==> src/rtl/dbg_axi_pkg.sv <==
// rtl/dbg_axi_pkg.sv - shared types and constants for the debug AXI master
package dbg_axi_pkg;

  typedef enum logic [2:0] {
    ST_IDLE    = 3'd0,
    ST_WR_AW_W = 3'd1,
    ST_WR_B    = 3'd2,
    ST_RD_AR   = 3'd3,
    ST_RD_R    = 3'd4,
    ST_RSP     = 3'd5
  } state_e;

  localparam logic [1:0] RESP_OKAY   = 2'b00;
  localparam logic [1:0] RESP_SLVERR = 2'b10;

  localparam logic [31:0] ADDR_UART_TX        = 32'h6000_0000;
  localparam logic [31:0] ADDR_TIMER          = 32'h6000_0008;
  localparam logic [31:0] ADDR_COTRL          = 32'h6000_0010;
  localparam logic [31:0] ADDR_COTRL_COREMARK = 32'h6000_0020;

  // One buffered core request; 73 bits wide.
  typedef struct packed {
    logic        wen;
    logic [31:0] addr;
    logic [31:0] wdata;
    logic [3:0]  wstrb;
    logic [3:0]  id;
  } req_t;

  localparam int REQ_W = $bits(req_t);

endpackage

==> src/rtl/dbg_axi_master_if.sv <==
// rtl/dbg_axi_master_if.sv - core request/response and AXI4-lite signal bundle
interface dbg_axi_master_if;

  logic        req_valid;
  logic        req_ready;
  logic        req_wen;
  logic [31:0] req_addr;
  logic [31:0] req_wdata;
  logic [3:0]  req_wstrb;
  logic [3:0]  req_id;

  logic        rsp_valid;
  logic        rsp_ready;
  logic [31:0] rsp_rdata;
  logic [1:0]  rsp_resp;
  logic [3:0]  rsp_id;
  logic        rsp_wen;
  logic        id_err;

  logic [3:0]  M_AWID;
  logic [31:0] M_AWADDR;
  logic        M_AWVALID;
  logic        M_AWREADY;
  logic [31:0] M_WDATA;
  logic [3:0]  M_WSTRB;
  logic        M_WVALID;
  logic        M_WREADY;
  logic [3:0]  M_BID;
  logic [1:0]  M_BRESP;
  logic        M_BVALID;
  logic        M_BREADY;
  logic [3:0]  M_ARID;
  logic [31:0] M_ARADDR;
  logic        M_ARVALID;
  logic        M_ARREADY;
  logic [3:0]  M_RID;
  logic [31:0] M_RDATA;
  logic [1:0]  M_RRESP;
  logic        M_RVALID;
  logic        M_RREADY;

  modport master (
    input  req_valid, req_wen, req_addr, req_wdata, req_wstrb, req_id,
    output req_ready,
    output rsp_valid, rsp_rdata, rsp_resp, rsp_id, rsp_wen, id_err,
    input  rsp_ready,
    output M_AWID, M_AWADDR, M_AWVALID, input M_AWREADY,
    output M_WDATA, M_WSTRB, M_WVALID, input M_WREADY,
    input  M_BID, M_BRESP, M_BVALID, output M_BREADY,
    output M_ARID, M_ARADDR, M_ARVALID, input M_ARREADY,
    input  M_RID, M_RDATA, M_RRESP, M_RVALID, output M_RREADY
  );

  modport slave (
    output req_valid, req_wen, req_addr, req_wdata, req_wstrb, req_id,
    input  req_ready,
    input  rsp_valid, rsp_rdata, rsp_resp, rsp_id, rsp_wen, id_err,
    output rsp_ready,
    input  M_AWID, M_AWADDR, M_AWVALID, output M_AWREADY,
    input  M_WDATA, M_WSTRB, M_WVALID, output M_WREADY,
    output M_BID, M_BRESP, M_BVALID, input M_BREADY,
    input  M_ARID, M_ARADDR, M_ARVALID, output M_ARREADY,
    output M_RID, M_RDATA, M_RRESP, M_RVALID, input M_RREADY
  );

endinterface

==> src/rtl/dbg_req_fifo.sv <==
// rtl/dbg_req_fifo.sv - synchronous request FIFO with wrap-bit full/empty detection
module dbg_req_fifo #(
  parameter int DW = 73,
  parameter int DP = 4
) (
  input  logic          clk_i,
  input  logic          rst_ni,
  input  logic          push_i,
  input  logic [DW-1:0] push_data_i,
  input  logic          pop_i,
  output logic          full_o,
  output logic          empty_o,
  output logic [DW-1:0] head_o
);

  localparam int AW = $clog2(DP);

  logic [AW:0]   wr_ptr_q;
  logic [AW:0]   rd_ptr_q;
  logic [DW-1:0] mem_q [DP];
  logic          do_push;
  logic          do_pop;

  // Same slot index with differing wrap bits means the writer lapped the reader.
  assign full_o  = (wr_ptr_q[AW] != rd_ptr_q[AW]) && (wr_ptr_q[AW-1:0] == rd_ptr_q[AW-1:0]);
  assign empty_o = (wr_ptr_q == rd_ptr_q);
  assign do_push = push_i && !full_o;
  assign do_pop  = pop_i && !empty_o;
  assign head_o  = mem_q[rd_ptr_q[AW-1:0]];

  always_ff @(posedge clk_i or negedge rst_ni) begin
    if (!rst_ni) begin
      wr_ptr_q <= '0;
      rd_ptr_q <= '0;
    end else begin
      if (do_push) wr_ptr_q <= wr_ptr_q + 1'b1;
      if (do_pop)  rd_ptr_q <= rd_ptr_q + 1'b1;
    end
  end

  always_ff @(posedge clk_i) begin
    if (do_push) mem_q[wr_ptr_q[AW-1:0]] <= push_data_i;
  end

endmodule

==> src/rtl/dbg_axi_master.sv <==
// rtl/dbg_axi_master.sv - core request stream to single-outstanding AXI4-lite master
module dbg_axi_master
  import dbg_axi_pkg::*;
#(
  parameter int FIFO_DP = 4,
  parameter int TMO_CYC = 1024
) (
  input logic              CLK,
  input logic              RSTn,
  dbg_axi_master_if.master bus
);

  localparam bit          TMO_EN   = (TMO_CYC != 0);
  localparam logic [31:0] TMO_LAST = TMO_EN ? 32'(TMO_CYC - 1) : 32'd0;

  state_e      state_q, state_d;
  req_t        txn_q, txn_d;
  req_t        req_in, fifo_head;
  logic        fifo_full, fifo_empty, fifo_pop;
  logic        aw_done_q, aw_done_d;
  logic        w_done_q, w_done_d;
  logic [31:0] tmo_q, tmo_d;
  logic [31:0] rdata_q, rdata_d;
  logic [1:0]  resp_q, resp_d;
  logic        id_err_q, id_err_d;
  logic        aw_hs, w_hs, tmo_hit;

  assign req_in = {bus.req_wen, bus.req_addr, bus.req_wdata, bus.req_wstrb, bus.req_id};

  dbg_req_fifo #(
    .DW(REQ_W),
    .DP(FIFO_DP)
  ) u_fifo (
    .clk_i      (CLK),
    .rst_ni     (RSTn),
    .push_i     (bus.req_valid),
    .push_data_i(req_in),
    .pop_i      (fifo_pop),
    .full_o     (fifo_full),
    .empty_o    (fifo_empty),
    .head_o     (fifo_head)
  );

  assign aw_hs   = bus.M_AWVALID && bus.M_AWREADY;
  assign w_hs    = bus.M_WVALID && bus.M_WREADY;
  assign tmo_hit = TMO_EN && (tmo_q == TMO_LAST);

  always_comb begin
    state_d   = state_q;
    txn_d     = txn_q;
    aw_done_d = aw_done_q;
    w_done_d  = w_done_q;
    tmo_d     = tmo_q;
    rdata_d   = rdata_q;
    resp_d    = resp_q;
    id_err_d  = id_err_q;
    fifo_pop  = 1'b0;
    unique case (state_q)
      ST_IDLE: begin
        if (!fifo_empty) begin
          fifo_pop  = 1'b1;
          txn_d     = fifo_head;
          aw_done_d = 1'b0;
          w_done_d  = 1'b0;
          tmo_d     = '0;
          state_d   = fifo_head.wen ? ST_WR_AW_W : ST_RD_AR;
        end
      end
      ST_WR_AW_W: begin
        // AW and W complete independently; each valid drops once its own beat is taken.
        aw_done_d = aw_done_q || aw_hs;
        w_done_d  = w_done_q || w_hs;
        if (aw_done_d && w_done_d) state_d = ST_WR_B;
      end
      ST_WR_B: begin
        if (bus.M_BVALID) begin
          resp_d  = bus.M_BRESP;
          rdata_d = '0;
          if (bus.M_BID != txn_q.id) id_err_d = 1'b1;
          state_d = ST_RSP;
        end else if (tmo_hit) begin
          resp_d  = RESP_SLVERR;
          rdata_d = '0;
          state_d = ST_RSP;
        end else begin
          tmo_d = tmo_q + 32'd1;
        end
      end
      ST_RD_AR: begin
        if (bus.M_ARREADY) state_d = ST_RD_R;
      end
      ST_RD_R: begin
        if (bus.M_RVALID) begin
          resp_d  = bus.M_RRESP;
          rdata_d = bus.M_RDATA;
          if (bus.M_RID != txn_q.id) id_err_d = 1'b1;
          state_d = ST_RSP;
        end else if (tmo_hit) begin
          resp_d  = RESP_SLVERR;
          rdata_d = '0;
          state_d = ST_RSP;
        end else begin
          tmo_d = tmo_q + 32'd1;
        end
      end
      ST_RSP: begin
        if (bus.rsp_ready) state_d = ST_IDLE;
      end
      default: state_d = ST_IDLE;
    endcase
  end

  always_ff @(posedge CLK or negedge RSTn) begin
    if (!RSTn) begin
      state_q   <= ST_IDLE;
      txn_q     <= '0;
      aw_done_q <= 1'b0;
      w_done_q  <= 1'b0;
      tmo_q     <= '0;
      rdata_q   <= '0;
      resp_q    <= RESP_OKAY;
      id_err_q  <= 1'b0;
    end else begin
      state_q   <= state_d;
      txn_q     <= txn_d;
      aw_done_q <= aw_done_d;
      w_done_q  <= w_done_d;
      tmo_q     <= tmo_d;
      rdata_q   <= rdata_d;
      resp_q    <= resp_d;
      id_err_q  <= id_err_d;
    end
  end

  // All bus controls decode from registered state so reset clears them immediately.
  assign bus.req_ready = !fifo_full;

  assign bus.M_AWID    = txn_q.id;
  assign bus.M_AWADDR  = txn_q.addr;
  assign bus.M_AWVALID = (state_q == ST_WR_AW_W) && !aw_done_q;
  assign bus.M_WDATA   = txn_q.wdata;
  assign bus.M_WSTRB   = txn_q.wstrb;
  assign bus.M_WVALID  = (state_q == ST_WR_AW_W) && !w_done_q;
  assign bus.M_BREADY  = (state_q == ST_WR_B);
  assign bus.M_ARID    = txn_q.id;
  assign bus.M_ARADDR  = txn_q.addr;
  assign bus.M_ARVALID = (state_q == ST_RD_AR);
  assign bus.M_RREADY  = (state_q == ST_RD_R);

  assign bus.rsp_valid = (state_q == ST_RSP);
  assign bus.rsp_rdata = rdata_q;
  assign bus.rsp_resp  = resp_q;
  assign bus.rsp_id    = txn_q.id;
  assign bus.rsp_wen   = txn_q.wen;
  assign bus.id_err    = id_err_q;

endmodule

==> src/flat_wrapper.sv <==
// flat-port wrapper written by rule: the top's interface ports become plain ports
module dbg_axi_master_flat import dbg_axi_pkg::*;
#(
  parameter int FIFO_DP = 4,
  parameter int TMO_CYC = 1024
)
  (CLK, RSTn, bus_req_valid, bus_req_wen, bus_req_addr, bus_req_wdata, bus_req_wstrb, bus_req_id, bus_req_ready, bus_rsp_valid, bus_rsp_rdata, bus_rsp_resp, bus_rsp_id, bus_rsp_wen, bus_id_err, bus_rsp_ready, bus_M_AWID, bus_M_AWADDR, bus_M_AWVALID, bus_M_AWREADY, bus_M_WDATA, bus_M_WSTRB, bus_M_WVALID, bus_M_WREADY, bus_M_BID, bus_M_BRESP, bus_M_BVALID, bus_M_BREADY, bus_M_ARID, bus_M_ARADDR, bus_M_ARVALID, bus_M_ARREADY, bus_M_RID, bus_M_RDATA, bus_M_RRESP, bus_M_RVALID, bus_M_RREADY);
  dbg_axi_master_if bus_i ();
  input logic CLK;
  input logic RSTn;
  input wire logic [$bits(bus_i.req_valid)-1:0] bus_req_valid;
  input wire logic [$bits(bus_i.req_wen)-1:0] bus_req_wen;
  input wire logic [$bits(bus_i.req_addr)-1:0] bus_req_addr;
  input wire logic [$bits(bus_i.req_wdata)-1:0] bus_req_wdata;
  input wire logic [$bits(bus_i.req_wstrb)-1:0] bus_req_wstrb;
  input wire logic [$bits(bus_i.req_id)-1:0] bus_req_id;
  output wire logic [$bits(bus_i.req_ready)-1:0] bus_req_ready;
  output wire logic [$bits(bus_i.rsp_valid)-1:0] bus_rsp_valid;
  output wire logic [$bits(bus_i.rsp_rdata)-1:0] bus_rsp_rdata;
  output wire logic [$bits(bus_i.rsp_resp)-1:0] bus_rsp_resp;
  output wire logic [$bits(bus_i.rsp_id)-1:0] bus_rsp_id;
  output wire logic [$bits(bus_i.rsp_wen)-1:0] bus_rsp_wen;
  output wire logic [$bits(bus_i.id_err)-1:0] bus_id_err;
  input wire logic [$bits(bus_i.rsp_ready)-1:0] bus_rsp_ready;
  output wire logic [$bits(bus_i.M_AWID)-1:0] bus_M_AWID;
  output wire logic [$bits(bus_i.M_AWADDR)-1:0] bus_M_AWADDR;
  output wire logic [$bits(bus_i.M_AWVALID)-1:0] bus_M_AWVALID;
  input wire logic [$bits(bus_i.M_AWREADY)-1:0] bus_M_AWREADY;
  output wire logic [$bits(bus_i.M_WDATA)-1:0] bus_M_WDATA;
  output wire logic [$bits(bus_i.M_WSTRB)-1:0] bus_M_WSTRB;
  output wire logic [$bits(bus_i.M_WVALID)-1:0] bus_M_WVALID;
  input wire logic [$bits(bus_i.M_WREADY)-1:0] bus_M_WREADY;
  input wire logic [$bits(bus_i.M_BID)-1:0] bus_M_BID;
  input wire logic [$bits(bus_i.M_BRESP)-1:0] bus_M_BRESP;
  input wire logic [$bits(bus_i.M_BVALID)-1:0] bus_M_BVALID;
  output wire logic [$bits(bus_i.M_BREADY)-1:0] bus_M_BREADY;
  output wire logic [$bits(bus_i.M_ARID)-1:0] bus_M_ARID;
  output wire logic [$bits(bus_i.M_ARADDR)-1:0] bus_M_ARADDR;
  output wire logic [$bits(bus_i.M_ARVALID)-1:0] bus_M_ARVALID;
  input wire logic [$bits(bus_i.M_ARREADY)-1:0] bus_M_ARREADY;
  input wire logic [$bits(bus_i.M_RID)-1:0] bus_M_RID;
  input wire logic [$bits(bus_i.M_RDATA)-1:0] bus_M_RDATA;
  input wire logic [$bits(bus_i.M_RRESP)-1:0] bus_M_RRESP;
  input wire logic [$bits(bus_i.M_RVALID)-1:0] bus_M_RVALID;
  output wire logic [$bits(bus_i.M_RREADY)-1:0] bus_M_RREADY;
  assign bus_i.req_valid = bus_req_valid;
  assign bus_i.req_wen = bus_req_wen;
  assign bus_i.req_addr = bus_req_addr;
  assign bus_i.req_wdata = bus_req_wdata;
  assign bus_i.req_wstrb = bus_req_wstrb;
  assign bus_i.req_id = bus_req_id;
  assign bus_req_ready = bus_i.req_ready;
  assign bus_rsp_valid = bus_i.rsp_valid;
  assign bus_rsp_rdata = bus_i.rsp_rdata;
  assign bus_rsp_resp = bus_i.rsp_resp;
  assign bus_rsp_id = bus_i.rsp_id;
  assign bus_rsp_wen = bus_i.rsp_wen;
  assign bus_id_err = bus_i.id_err;
  assign bus_i.rsp_ready = bus_rsp_ready;
  assign bus_M_AWID = bus_i.M_AWID;
  assign bus_M_AWADDR = bus_i.M_AWADDR;
  assign bus_M_AWVALID = bus_i.M_AWVALID;
  assign bus_i.M_AWREADY = bus_M_AWREADY;
  assign bus_M_WDATA = bus_i.M_WDATA;
  assign bus_M_WSTRB = bus_i.M_WSTRB;
  assign bus_M_WVALID = bus_i.M_WVALID;
  assign bus_i.M_WREADY = bus_M_WREADY;
  assign bus_i.M_BID = bus_M_BID;
  assign bus_i.M_BRESP = bus_M_BRESP;
  assign bus_i.M_BVALID = bus_M_BVALID;
  assign bus_M_BREADY = bus_i.M_BREADY;
  assign bus_M_ARID = bus_i.M_ARID;
  assign bus_M_ARADDR = bus_i.M_ARADDR;
  assign bus_M_ARVALID = bus_i.M_ARVALID;
  assign bus_i.M_ARREADY = bus_M_ARREADY;
  assign bus_i.M_RID = bus_M_RID;
  assign bus_i.M_RDATA = bus_M_RDATA;
  assign bus_i.M_RRESP = bus_M_RRESP;
  assign bus_i.M_RVALID = bus_M_RVALID;
  assign bus_M_RREADY = bus_i.M_RREADY;
  dbg_axi_master #(.FIFO_DP(FIFO_DP), .TMO_CYC(TMO_CYC)) u_core (.CLK(CLK), .RSTn(RSTn), .bus(bus_i));
endmodule
==> config.mk <==
export PLATFORM = sky130hd
export DESIGN_NAME = dbg_axi_master_flat
export DESIGN_NICKNAME = d
export VERILOG_FILES = /design/src/rtl/dbg_axi_pkg.sv /design/src/rtl/dbg_axi_master_if.sv /design/src/rtl/dbg_req_fifo.sv /design/src/rtl/dbg_axi_master.sv /design/src/flat_wrapper.sv
export SDC_FILE = /design/constraint.sdc
export NUM_CORES = 1
export LEC_CHECK = 0
export ABC_AREA = 0
export BUFFER_PORTS_ARGS = -buffer_cell sky130_fd_sc_hd__buf_2
export CAP_MARGIN = 20
export CORE_UTILIZATION = 60
export CTS_BUF_LIST = sky130_fd_sc_hd__clkbuf_4
export CTS_CLUSTER_SIZE = 20
export DETAILED_ROUTE_END_ITERATION = 12
export PLACE_DENSITY = 0.84
export RECOVER_POWER = 25
export SETUP_SLACK_MARGIN = 0.02
export SLEW_MARGIN = 20
export SYNTH_ARGS = -nofsm -noshare
export SYNTH_HDL_FRONTEND = slang
export SYNTH_SLANG_ARGS = --single-unit
export TNS_END_PERCENT = 5
==> constraint.sdc <==
create_clock -name CLK -period 7.7 [get_ports CLK]
set_input_delay 1.54 -clock CLK [delete_from_list [all_inputs] [get_ports CLK]]
set_output_delay 1.54 -clock CLK [all_outputs]
set_load 0.03 [all_outputs]
==> impl_results.md <==
- Status: finished clean
- Critical path startpoint category: flip-flop
- FF/Latch Area: 12550 um^2
- Main synth FF type: edfxtp_1
- Final Net Count: between 1500 and 2000
- Hold Worst Slack: about 0.47 ns
- Via density: 5.545
- Data arrival, critical path: 2.41 ns
- Hold Crit Start: u_core.bus.M_WDATA[23]$_DFFE_PN0P_
- Hold WC Path Type: flip-flop to flip-flop
- Cell variety after synth: 50
- Synth top area cells: edfxtp_1, dfrtp_1, mux4_2
- Final hold vios: 0
- Async set or reset register ratio after synthesis: 34.09%
- Max-capacitance violation count: 0
- Antenna-violating nets left: 0
- CP max FO: 9
- RR Startpoint: u_core.u_fifo.rd_ptr_q[0]$_DFFE_PN0P_
- Largest net degree at the start of global routing: 89
- Yosys Warn Count: 0
- DRC violations left: 0
- Syn Std Cell Area: around 17000 um^2
- Die area: 29660 um^2
- Via count of the first global-routing pass: 10720
- Worst-Margin Slew: ~1.1 ns
- Pleak: approximately 8.2 nW
- Relative slew slack: approximately a quarter
- Clock transition at path regs: 0.06 ns
- CTS tree: done
- PortBufs: 280
- Sink Count: 443
- Final Cell Area: 20250 um^2
- Required time of the critical path: 6.16 ns
- Power per cell area: 426.8 nW/um^2
- Synth Register Bits: between 400 and 500
- Setup Buffers After CTS: 0
- Synth area leader: edfxtp_1
- Critical path class: flip-flop to output pin
- Die width: 172.2 um
- Final worst slack: approximately 3.7 ns
- Maximum vdd drop: 282.1 uV
- Skew final: ~0.078 ns
- Fin. max-slew vios: 0
- Worst Setup End Kind: output pin
- CTS Buf Count: approximately 110
- Setup violations, final: 0
- Clk buf depth: 3
- Multi-input gate area: 4313 um^2
- Fin crit period: 3.953 ns
- GP Congestion: slightly below 0.9
- # rows: 61
- CTS root buf: clkbuf_4
- Syn Nets: between 1000 and 1500
- Number of synthesized flops with an enable pin: about 290
- Total negative slack: 0 ns
- Detailed Route WL: between 30000 and 40000 um
- Final HPWL DP: 22080 um
- Synth-to-Final Area Change: 16.45%
- Drt wl/cell: approximately 19 um
- Sequential element share of the synthesized area: 72.17%
- First-pass GRT wire length: about 55000 um
- Gr ovfl total: 0
- Core footprint: 28160 um^2
- # resized after CTS: 0
- FILL cells: roughly 1900
- Antenna violations before repair: 3
- Cells after Synth: about 1100
- RSZ-0062 raised after global routing: false
- Yosys top cell area share: 50.44%
- Synthesized area per cell: 15.55 um^2
- Place WS: approximately 4.3 ns
- Most frequent cells in the layout: edfxtp_1, nand2_1, buf_2
- # hold bufs at CTS: 0
- Fmax: 0.2530 GHz
- Crit share post-route: 51.33%
- DR vias: 10530
- First-pass DRT Iterations: 5
- Dpl cell area: 18890 um^2
- I/O pin total: 281
- DR iter-0 viols: ~860
- Clock Latency Late Sink: 0.77 ns
- CP startpoint: u_core.state_q[1]$_DFFE_PN0P_
- CTS H-tree lvls: 3
- Share of cells above drive strength 1: 32.15%
- GRT Total Usage: approximately a quarter
- Initial Utilization: between 60% and 70%
- Most common cell after layout, fill and taps aside: edfxtp_1
- Die Ht: 172.2 um
-- worst max-delay path, stage by stage (launching register included) --
cell and delay [ns]:
dfrtp_1 0.47, nand2b_1 0.23, nor2_1 0.67, buf_2 0.34
-- synth_stat cells (2+ instances only) --
cell type	count
edfxtp_1	292
o21ai_1	13
xor2_1	4
clkbuf_1	32
ha_1	6
o31ai_1	4
buf_1	6
o21a_1	2
inv_1	11
mux2i_1	3
buf_2	8
mux4_2	73
nor3_1	10
buf_6	3
or3_1	9
o211ai_1	5
or4b_1	2
nand4_1	11
nor2_1	31
nand2_1	250
a211oi_1	3
and3_1	6
buf_4	40
nand3_1	16
and2_1	3
xnor2_1	22
or4_1	10
nand2b_1	9
a21oi_1	20
o22ai_1	2
o21ai_0	3
dfrtp_1	151
a22o_1	33
and4_1	2
nor4_1	8
-- final timing paths --
path	endpoint	slack (ns)	cells past startpoint
setup / recovery	bus_M_RREADY	3.75	3
hold / removal	u_core.bus.M_WDATA[23]$_DFFE_PN0P_	0.47	2
setup reg to reg	u_core.u_fifo.rd_ptr_q[2]$_DFFE_PN0P_	4.55	8
hold reg to reg	u_core.bus.M_WDATA[23]$_DFFE_PN0P_	0.47	2
max in group asynchronous	u_core.bus.rsp_rdata[5]$_DFFE_PN0P_	5.35	2
min in group asynchronous	u_core.bus.M_ARADDR[28]$_DFFE_PN0P_	0.87	1
-- where the power goes --
group / total [W] / internal, W / switching (W)
combinational: 0.00309 / 0.00104 / 0.00204
sequential: 0.00363 / 0.00326 / 0.000373
clock: 0.00192 / 0.00103 / 0.000897
total: 0.00864 / 0.00533 / 0.00331
-- sequential cells by signal, indices dropped and copies added, names as in the netlist --
register,flops
u_core.bus.M_ARADDR,32
u_core.bus.M_WDATA,32
u_core.u_fifo.rd_ptr_q,3
u_core.bus.M_WSTRB,4
u_core.w_done_q,1
u_core.aw_done_q,1
u_core.tmo_q,32
u_core.bus.id_err,1
u_core.bus.M_ARID,4
u_core.u_fifo.mem_q,292
u_core.bus.rsp_rdata,32
u_core.bus.rsp_wen,1
u_core.bus.rsp_resp,2
u_core.state_q,3
u_core.u_fifo.wr_ptr_q,3
-- metrics by stage --
| stage | utilization (%) | instances | total power [W] |
|---|---|---|---|
| CTS | 72.18 | 1896 | 0.008744 |
| finish | 71.89 | 1898 | 0.008641 |
| global route | 71.88 | 1897 | 0.009143 |
| global placement | 66.96 | 1696 | 0.006667 |
| floorplan | - | 1118 | 0.005953 |
| detailed placement | 67.06 | 1697 | 0.006792 |
-- final cells by class --
class	count	share of cell area [%]
Timing Repair Buffer	290	6.977
Clock inverter	26	0.7107
Tap cell	378	2.336
Inverter	12	0.2225
Multi-Input combinational cell	574	21.30
Clock buffer	173	6.415
Sequential cell	443	62.01
Antenna cell	2	0.02472
-- layer usage --
layer | vias to the layer above | share of wire (%) | wire length, um | global-route usage (%)
met5 | - | 0.033 | 12 | 0
met4 | 2 | 2.3 | 812 | 9.234
met3 | 57 | 8.1 | 2898 | 6.844
met2 | 429 | 50 | 18000 | 41.09
met1 | 5237 | 39 | 14130 | 30.78
li1 | 4800 | - | - | -
-- kinds of logic after synthesis --
logic type / Yosys count / synth area share [%]
AOI/OAI and AO/OA: 91 / 3.706
xor gates and xnor gates: 26 / 1.310
adders and majority gates: 6 / 0.4318
buffers and inverters: 101 / 3.231
DFF: 443 / 72.17
muxes: 77 / 9.694
and+or+nand+nor: 374 / 9.457
Note: power is estimated with default switching activity, not from simulation.
